[src/rtl/pc_sequencer_if.sv]
`default_nettype none
// ============================================================================
//  Module   : pc_sequencer_if
//  Purpose  : Bundle between the instruction decoder / program counter side
//             (master) and the fetch sequencer (slave).
//  Signals  : start/start_addr, pc, step, br_taken/br_target,
//             loop_set/loop_end/loop_cnt, halt       -> into the sequencer
//             pc_inc/pc_load/pc_preset, running, loop_active,
//             loop_remain, done                      -> out of the sequencer
//  Revision : 1.0  initial release
// ============================================================================
interface pc_sequencer_if #(
    parameter int ADDR_W = 8,
    parameter int CNT_W  = 8
);
    logic              start;
    logic [ADDR_W-1:0] start_addr;
    logic [ADDR_W-1:0] pc;
    logic              step;
    logic              br_taken;
    logic [ADDR_W-1:0] br_target;
    logic              loop_set;
    logic [ADDR_W-1:0] loop_end;
    logic [CNT_W-1:0]  loop_cnt;
    logic              halt;
    logic              pc_inc;
    logic              pc_load;
    logic [ADDR_W-1:0] pc_preset;
    logic              running;
    logic              loop_active;
    logic [CNT_W-1:0]  loop_remain;
    logic              done;

    modport master (
        output start, start_addr, pc, step, br_taken, br_target,
               loop_set, loop_end, loop_cnt, halt,
        input  pc_inc, pc_load, pc_preset, running, loop_active,
               loop_remain, done
    );

    modport slave (
        input  start, start_addr, pc, step, br_taken, br_target,
               loop_set, loop_end, loop_cnt, halt,
        output pc_inc, pc_load, pc_preset, running, loop_active,
               loop_remain, done
    );
endinterface
`default_nettype wire

[src/rtl/pc_sequencer.sv]
`default_nettype none
// ============================================================================
//  Module   : pc_sequencer
//  Purpose  : Fetch/sequence control for a presettable program counter.
//             Handles start, stepping, branches, halt and one zero-overhead
//             hardware loop. PC controls are Mealy outputs registered by the
//             counter on the same clk edge.
//  Ports    : clk, rst (sync, active high, shared with the counter)
//             bus (pc_sequencer_if.slave) - decoder inputs, counter controls
//             and status outputs
//  Revision : 1.0  initial release
// ============================================================================
module pc_sequencer #(
    parameter int ADDR_W = 8,
    parameter int CNT_W  = 8
) (
    input  wire logic       clk,
    input  wire logic       rst,
    pc_sequencer_if.slave   bus
);

    typedef enum logic [1:0] {
        S_IDLE   = 2'd0,
        S_RUN    = 2'd1,
        S_HALTED = 2'd2
    } state_t;

    state_t            r_state, w_state_nxt;
    logic [ADDR_W-1:0] r_loop_start, w_loop_start_nxt;
    logic [ADDR_W-1:0] r_loop_end, w_loop_end_nxt;
    logic [CNT_W-1:0]  r_loop_remain, w_loop_remain_nxt;
    logic              r_loop_active, w_loop_active_nxt;
    logic              r_done, w_done_nxt;

    logic              w_inc;
    logic              w_load;
    logic [ADDR_W-1:0] w_preset;

    always_ff @(posedge clk) begin
        if (rst) begin
            r_state       <= S_IDLE;
            r_loop_start  <= '0;
            r_loop_end    <= '0;
            r_loop_remain <= '0;
            r_loop_active <= 1'b0;
            r_done        <= 1'b0;
        end else begin
            r_state       <= w_state_nxt;
            r_loop_start  <= w_loop_start_nxt;
            r_loop_end    <= w_loop_end_nxt;
            r_loop_remain <= w_loop_remain_nxt;
            r_loop_active <= w_loop_active_nxt;
            r_done        <= w_done_nxt;
        end
    end

    always_comb begin
        w_state_nxt       = r_state;
        w_loop_start_nxt  = r_loop_start;
        w_loop_end_nxt    = r_loop_end;
        w_loop_remain_nxt = r_loop_remain;
        w_loop_active_nxt = r_loop_active;
        w_done_nxt        = 1'b0;
        w_inc             = 1'b0;
        w_load            = 1'b0;
        w_preset          = '0;

        // The counter shares rst, so nothing may be driven toward it while
        // reset is held; the register block ignores the next-state values.
        if (!rst) begin
            case (r_state)
                S_RUN: begin
                    if (bus.step) begin
                        if (bus.halt) begin
                            w_state_nxt       = S_HALTED;
                            w_done_nxt        = 1'b1;
                            w_loop_active_nxt = 1'b0;
                            w_loop_remain_nxt = '0;
                        end else if (bus.br_taken) begin
                            // Branches leave the loop armed on purpose.
                            w_load   = 1'b1;
                            w_preset = bus.br_target;
                        end else if (bus.loop_set) begin
                            w_inc = 1'b1;
                            if (bus.loop_cnt > CNT_W'(1)) begin
                                w_loop_start_nxt  = bus.pc + ADDR_W'(1);
                                w_loop_end_nxt    = bus.loop_end;
                                w_loop_remain_nxt = bus.loop_cnt;
                                w_loop_active_nxt = 1'b1;
                            end else begin
                                // 0 or 1 passes: body simply runs through once.
                                w_loop_active_nxt = 1'b0;
                                w_loop_remain_nxt = '0;
                            end
                        end else if (r_loop_active && (bus.pc == r_loop_end)) begin
                            if (r_loop_remain > CNT_W'(1)) begin
                                w_load            = 1'b1;
                                w_preset          = r_loop_start;
                                w_loop_remain_nxt = r_loop_remain - CNT_W'(1);
                            end else begin
                                w_inc             = 1'b1;
                                w_loop_active_nxt = 1'b0;
                                w_loop_remain_nxt = '0;
                            end
                        end else begin
                            w_inc = 1'b1;
                        end
                    end
                end
                default: begin
                    // IDLE and HALTED: only start is honoured.
                    if (bus.start) begin
                        w_load            = 1'b1;
                        w_preset          = bus.start_addr;
                        w_loop_active_nxt = 1'b0;
                        w_loop_remain_nxt = '0;
                        w_state_nxt       = S_RUN;
                    end
                end
            endcase
        end
    end

    assign bus.pc_inc      = w_inc;
    assign bus.pc_load     = w_load;
    assign bus.pc_preset   = w_preset;
    assign bus.running     = (r_state == S_RUN);
    assign bus.loop_active = r_loop_active;
    assign bus.loop_remain = r_loop_remain;
    assign bus.done        = r_done;

endmodule
`default_nettype wire

[src/flat_wrapper.sv]
// flat-port wrapper written by rule: the top's interface ports become plain ports
module pc_sequencer_flat 
#(
    parameter int ADDR_W = 8,
    parameter int CNT_W  = 8
)
  (clk, rst, bus_start, bus_start_addr, bus_pc, bus_step, bus_br_taken, bus_br_target, bus_loop_set, bus_loop_end, bus_loop_cnt, bus_halt, bus_pc_inc, bus_pc_load, bus_pc_preset, bus_running, bus_loop_active, bus_loop_remain, bus_done);
  pc_sequencer_if #(.ADDR_W(ADDR_W), .CNT_W(CNT_W)) bus_i ();
  input  wire logic clk;
  input  wire logic rst;
  input wire logic [$bits(bus_i.start)-1:0] bus_start;
  input wire logic [$bits(bus_i.start_addr)-1:0] bus_start_addr;
  input wire logic [$bits(bus_i.pc)-1:0] bus_pc;
  input wire logic [$bits(bus_i.step)-1:0] bus_step;
  input wire logic [$bits(bus_i.br_taken)-1:0] bus_br_taken;
  input wire logic [$bits(bus_i.br_target)-1:0] bus_br_target;
  input wire logic [$bits(bus_i.loop_set)-1:0] bus_loop_set;
  input wire logic [$bits(bus_i.loop_end)-1:0] bus_loop_end;
  input wire logic [$bits(bus_i.loop_cnt)-1:0] bus_loop_cnt;
  input wire logic [$bits(bus_i.halt)-1:0] bus_halt;
  output wire logic [$bits(bus_i.pc_inc)-1:0] bus_pc_inc;
  output wire logic [$bits(bus_i.pc_load)-1:0] bus_pc_load;
  output wire logic [$bits(bus_i.pc_preset)-1:0] bus_pc_preset;
  output wire logic [$bits(bus_i.running)-1:0] bus_running;
  output wire logic [$bits(bus_i.loop_active)-1:0] bus_loop_active;
  output wire logic [$bits(bus_i.loop_remain)-1:0] bus_loop_remain;
  output wire logic [$bits(bus_i.done)-1:0] bus_done;
  assign bus_i.start = bus_start;
  assign bus_i.start_addr = bus_start_addr;
  assign bus_i.pc = bus_pc;
  assign bus_i.step = bus_step;
  assign bus_i.br_taken = bus_br_taken;
  assign bus_i.br_target = bus_br_target;
  assign bus_i.loop_set = bus_loop_set;
  assign bus_i.loop_end = bus_loop_end;
  assign bus_i.loop_cnt = bus_loop_cnt;
  assign bus_i.halt = bus_halt;
  assign bus_pc_inc = bus_i.pc_inc;
  assign bus_pc_load = bus_i.pc_load;
  assign bus_pc_preset = bus_i.pc_preset;
  assign bus_running = bus_i.running;
  assign bus_loop_active = bus_i.loop_active;
  assign bus_loop_remain = bus_i.loop_remain;
  assign bus_done = bus_i.done;
  pc_sequencer #(.ADDR_W(ADDR_W), .CNT_W(CNT_W)) u_core (.clk(clk), .rst(rst), .bus(bus_i));
endmodule
[config.mk]
export PLATFORM = sky130hd
export DESIGN_NAME = pc_sequencer_flat
export DESIGN_NICKNAME = d
export VERILOG_FILES = /design/src/rtl/pc_sequencer_if.sv /design/src/rtl/pc_sequencer.sv /design/src/flat_wrapper.sv
export SDC_FILE = /design/constraint.sdc
export NUM_CORES = 1
export LEC_CHECK = 0
export CAP_MARGIN = 5
export CORE_MARGIN = 2
export CORE_UTILIZATION = 49
export CTS_CLUSTER_DIAMETER = 120
export DETAILED_ROUTE_END_ITERATION = 10
export GPL_ROUTABILITY_DRIVEN = 0
export MAX_ROUTING_LAYER = met4
export PLACE_DENSITY = 0.86
export SYNTH_ARGS = -nofsm -noshare
export SYNTH_HDL_FRONTEND = slang
export SYNTH_SLANG_ARGS = --single-unit
[constraint.sdc]
create_clock -name clk -period 3.4 [get_ports clk]
set_input_delay 0.34 -clock clk [delete_from_list [all_inputs] [get_ports clk]]
set_output_delay 0.34 -clock clk [all_outputs]
set_load 0.01 [all_outputs]
# After elaboration in Yosys (flattened, before gate mapping)
# Cells that the tools add are included.
[op_classes]
n_addsub = 2
n_lt_le_gt_ge = 2
n_eq_ne = 7
n_mux = 49
bitwise_logic = 4
n_reduce_logical = 7
[op_table]
columns = ["cell", "n"]
rows = [
  ["$mux W8", 18],
  ["$mux W1", 27],
  ["$gt A8 B1 Y1 const B", 2],
  ["$add A8 B1 Y8 const B", 1],
  ["$eq A8 B8 Y1", 1],
  ["$mux W2", 4],
  ["$sub A8 B1 Y8 const B", 1],
  ["$reduce_and A6 Y1", 1],
  ["$reduce_and A5 Y1", 1],
  ["$ne A2 B2 Y1 const B", 2],
  ["$ne A4 B3 Y1 const B", 1],
  ["$ne A4 B4 Y1 const B", 1],
  ["$not A1 Y1", 4],
  ["$reduce_and A4 Y1", 1],
  ["$ne A3 B3 Y1 const B", 1],
  ["$reduce_and A3 Y1", 1],
  ["$reduce_or A3 Y1", 1],
  ["$eq A2 B1 Y1 const B", 1],
  ["$reduce_bool A2 Y1", 1],
  ["$logic_and A1 B1 Y1", 1],
]
[word_totals]
regBits = 28
in_bits = 47
out_inout_bits = 21
wordCells = 77

# Logic depth before layout (Yosys ltp)
[depth]
word_depth = 9
depth_mapped = 7
depth_no_buf = 7

# Least setup slack after synthesis
# OpenSTA, ideal clock, no wires.
[synth_timing]
path_type = "reg2out"
start = "register u_core.r_loop_remain[0] (netlist: u_core.bus.loop_remain[0])"
end = "output port bus_pc_preset[0]"
arrival_time_ns = 1.873
t_required_ns = 3.060
setup_slack_ns = 1.187
path_stages_with_launch = 8
path_buffers = 0
path_cell_list = "dfxtp_1 inv_1 ha_1 or2_4 a31oi_1 nand4_2 nor3_4 a21o_1"
[synth_between]
elab_chain_len = 9
[synth_lines]
columns = ["element", "line", "source"]
rows = [
  ["from (decl)", "pc_sequencer.sv:31", "logic [CNT_W-1:0] r_loop_remain, w_loop_remain_nxt;"],
  ["from (signal assigned)", "pc_sequencer.sv:51", "r_loop_remain <= w_loop_remain_nxt;"],
  ["$gt A8 B1 Y1", "pc_sequencer.sv:96", "if (r_loop_remain > CNT_W'(1)) begin"],
  ["$mux W8", "pc_sequencer.sv:96", ""],
  ["$mux W8", "pc_sequencer.sv:95", "end else if (r_loop_active && (bus.pc == r_loop_end)) begin"],
  ["$mux W8", "pc_sequencer.sv:83", "end else if (bus.loop_set) begin"],
  ["$mux W8", "pc_sequencer.sv:79", "end else if (bus.br_taken) begin"],
  ["$mux W8", "pc_sequencer.sv:74", "if (bus.halt) begin"],
  ["$mux W8", "pc_sequencer.sv:73", "if (bus.step) begin"],
  ["$mux W8", "pc_sequencer.sv:71", "case (r_state)"],
  ["$mux W8", "pc_sequencer.sv:70", "if (!rst) begin"],
  ["to (decl)", "flat_wrapper.sv:23", "output wire logic [$bits(bus_i.pc_preset)-1:0] bus_pc_preset;"],
]
# No other way between the ends.

# Worst setup path in the final report
[layout_timing]
start = "register u_core.r_loop_remain[0] (netlist: u_core.bus.loop_remain[0])"
end = "output port bus_pc_preset[5]"
# Same word-level chain as after synthesis.

==> results <==
## final cells by class
| cell class | count | area [um2] |
|---|---|---|
| Multi-Input combinational cell | 161 | 1230 |
| Sequential cell | 28 | 561 |
| Timing Repair Buffer | 70 | 693 |
| Clock buffer | 3 | 41.3 |
| Inverter | 7 | 27.5 |
| Tap cell | 48 | 60.1 |
| Clock inverter | 1 | 30.0 |
| Fill cell | 288 | 1040 |
## final timing paths
check	startpoint	endpoint
setup reg to reg	u_core.bus.loop_remain[0]	u_core.bus.loop_remain[4]
hold / removal	u_core.r_loop_end[3]	u_core.r_loop_end[3]
hold reg to reg	u_core.r_loop_end[3]	u_core.r_loop_end[3]
setup / recovery	u_core.bus.loop_remain[0]	bus_pc_preset[5]
## power breakdown
| group | switching [mW] | internal [mW] |
|---|---|---|
| Sequential | 0.00936 | 0.335 |
| Combinational | 0.0978 | 0.109 |
| Clock | 0.110 | 0.158 |
## repair_timing
action,4_1_cts,5_1_grt
setup endpoints to repair,0,8
endpoints found under the hold margin,0,0
gates resized for setup,0,1
## registers in the layout, indices dropped and copies added, names as in the netlist
register	cells
u_core.bus.loop_active	1
u_core.bus.loop_remain	8
u_core.r_loop_start	8
u_core.r_loop_end	8
u_core.bus.done	1
u_core.r_state	2
## layer usage
layer / part of all wire / track usage / up-vias
li1: - / - / 902
met1: 0.43 / 0.330 / 848
met2: 0.44 / 0.359 / 113
met3: 0.11 / 0.0562 / 8
met4: 0.014 / 0.0816 / 0
met5: 0 / - / -
## synth_stat cells, types with 2 or more instances
cell type / instances / share of area
inv_1: 6 / 0.012
ha_1: 3 / 0.020
nor4_1: 2 / 0.0066
o31ai_1: 4 / 0.016
nor2b_1: 3 / 0.0099
xor2_1: 11 / 0.051
nand2b_1: 2 / 0.0066
nand4_1: 2 / 0.0066
a31oi_1: 5 / 0.016
xnor2_1: 5 / 0.023
buf_12: 3 / 0.032
clkbuf_1: 2 / 0.0039
a22o_1: 9 / 0.041
buf_1: 2 / 0.0039
nor4_4: 2 / 0.022
mux2i_1: 9 / 0.047
o21ai_0: 7 / 0.018
a21oi_1: 4 / 0.011
a311oi_1: 3 / 0.014
nor2_1: 21 / 0.041
nor3_1: 7 / 0.018
a32oi_1: 2 / 0.0092
nand2_1: 6 / 0.012
nor2_2: 3 / 0.0099
a211oi_2: 8 / 0.053
nand3_1: 5 / 0.013
nand2_2: 2 / 0.0066
a21o_1: 8 / 0.032
and3_1: 5 / 0.016
dfxtp_1: 28 / 0.29
a211oi_1: 2 / 0.0079
## cell families after synthesis
kind of cell               Yosys count  synth area share
AOI/OAI and AO/OA                   59             0.256
adders and majority gates            3            0.0197
muxes                               10            0.0552
buffers and inverters               15            0.0598
and+or+nand+nor                     73             0.241
xor gates and xnor gates            16            0.0736
DFF                                 28             0.295
## worst reg2reg max path: stages, from the launching register on
cell and delay, ns:
dfxtp_1 0.46, inv_1 0.11, ha_1 0.29, or2_4 0.28, and3_1 0.23, a311oi_1 0.26, a21oi_1 0.08, a311oi_1 0.28
==> results.yml <==
run_status:
  run_status: "completed"
power_and_ir_drop:
  ir_drop_v: 0.000216
  fin_total_pwr_mw: 0.819
  power_leakage_nw: 1.01
  powerDensity_nw_per_um2: 309
worst_setup_path:
  required_ns: 3.06
  worst-r2r-cell-count: 7
  crit_family: "simple AND/OR/NAND/NOR gates"
  arrival_ns: 2.91
  cp.depth: 8
  cp-end-kind: "output port"
  critPathLaunchType: "register"
  path_cells: "inv_1, ha_1, or2_4, a31oi_2, nand4_2, nor3_4, a21o_1, clkdlybuf4s50_1"
  worstPathMaxFanout: 8
  worst-setup-path-type: "register to output port"
  slowest_stage: "clkdlybuf4s50_1"
  slowest_delay_ns: 0.53
  r2r_setup_slack_ns: 1.31
  worstPathBufferInverterCount: 2
yosys:
  synthCells: 204
  synth_seq_cells: 28
  synth_edf_count: 0
  syn_area_per_cell_um2: 9.33
  syn_area_um2: 1900
  synth_ff_type: "dfxtp_1"
  synth_async_sr_flop_share: 0
  ys_warn_count: 0
  ys_seq_area_frac: 0.295
  synth.distinct_cells: 54
  syn-num-nets: 254
global_route:
  grt.total_usage: 0.244
  grt_max_degree: 33
  antenna_found_initial: 0
  grt-ovfl-total: 0
  grt_pass1_vias: 1780
  grt_pass1_wl_um: 8180
placement:
  dp_cells: 314
  portBuffers: 67
  pre_cts_slack_ns: 0.435
  dp_hpwl_um: 3830
  placed_area_um2: 2570
die:
  core_um2: 3690
  rows: 22
  ios: 68
  fp.dieH_um: 66.3
  dieArea_um2: 4400
  start_util: 0.516
  die_x_um: 66.3
cts:
  clk_path_buf_depth: 2
  h-tree-depth: 1
  root_buffer: "clkbuf_8"
  cts_made_buffers: 3
  cts.sinks: 28
  cts_tree: "built"
  cts_setup_buffers: 0
  insertion_delay_ns: 0.28
  cts-hold-fix-buffers: 0
  clkTransAtPathRegs_ns: 0.10
timing:
  hold_viol_final: 0
  slew_headroom: 0.547
  layout_setup_ws_ns: 0.147
  max_freq_mhz: 307
  final-max-slew-violation-count: 0
  holdWs_ns: 0.529
  post-route-min-period_ns: 3.25
  setup_viol_count_final: 0
  fin_crit_sh: 0.957
  worstMarginPinSlew_ns: 0.674
  rsz0062_at_grt: "false"
  fin_skew_ns: 0.00447
  fin_tns_setup_ns: 0
route:
  ant_nets: 0
  drt-total-wl_um: 5170
  wl_per_cell_um: 16.2
  drt_pass1_iterations: 6
  detail_route.iter0.violations: 83
  via_count: 1871
  drc: 0
  viasPerCell: 5.88
cells_and_area:
  final_common_cell: "clkdlybuf4s50_1"
  area_delta_synth_final_pct: 39.1
  final_area_um2: 2650
  post-route-util: 0.718
  fin_cells: 318
  diodes: 0
  final_cell_mix: "clkdlybuf4s50_1, dfxtp_1, nor2_1, xor2_1"
  layout-drive-gt1-share: 0.133
  finalNetCount: 321
min_path:
  hold_depth: 2
  hold_path.class: "register to register"
flow_run:
  drv_cap: 0
(Power assumes the default switching activity.)
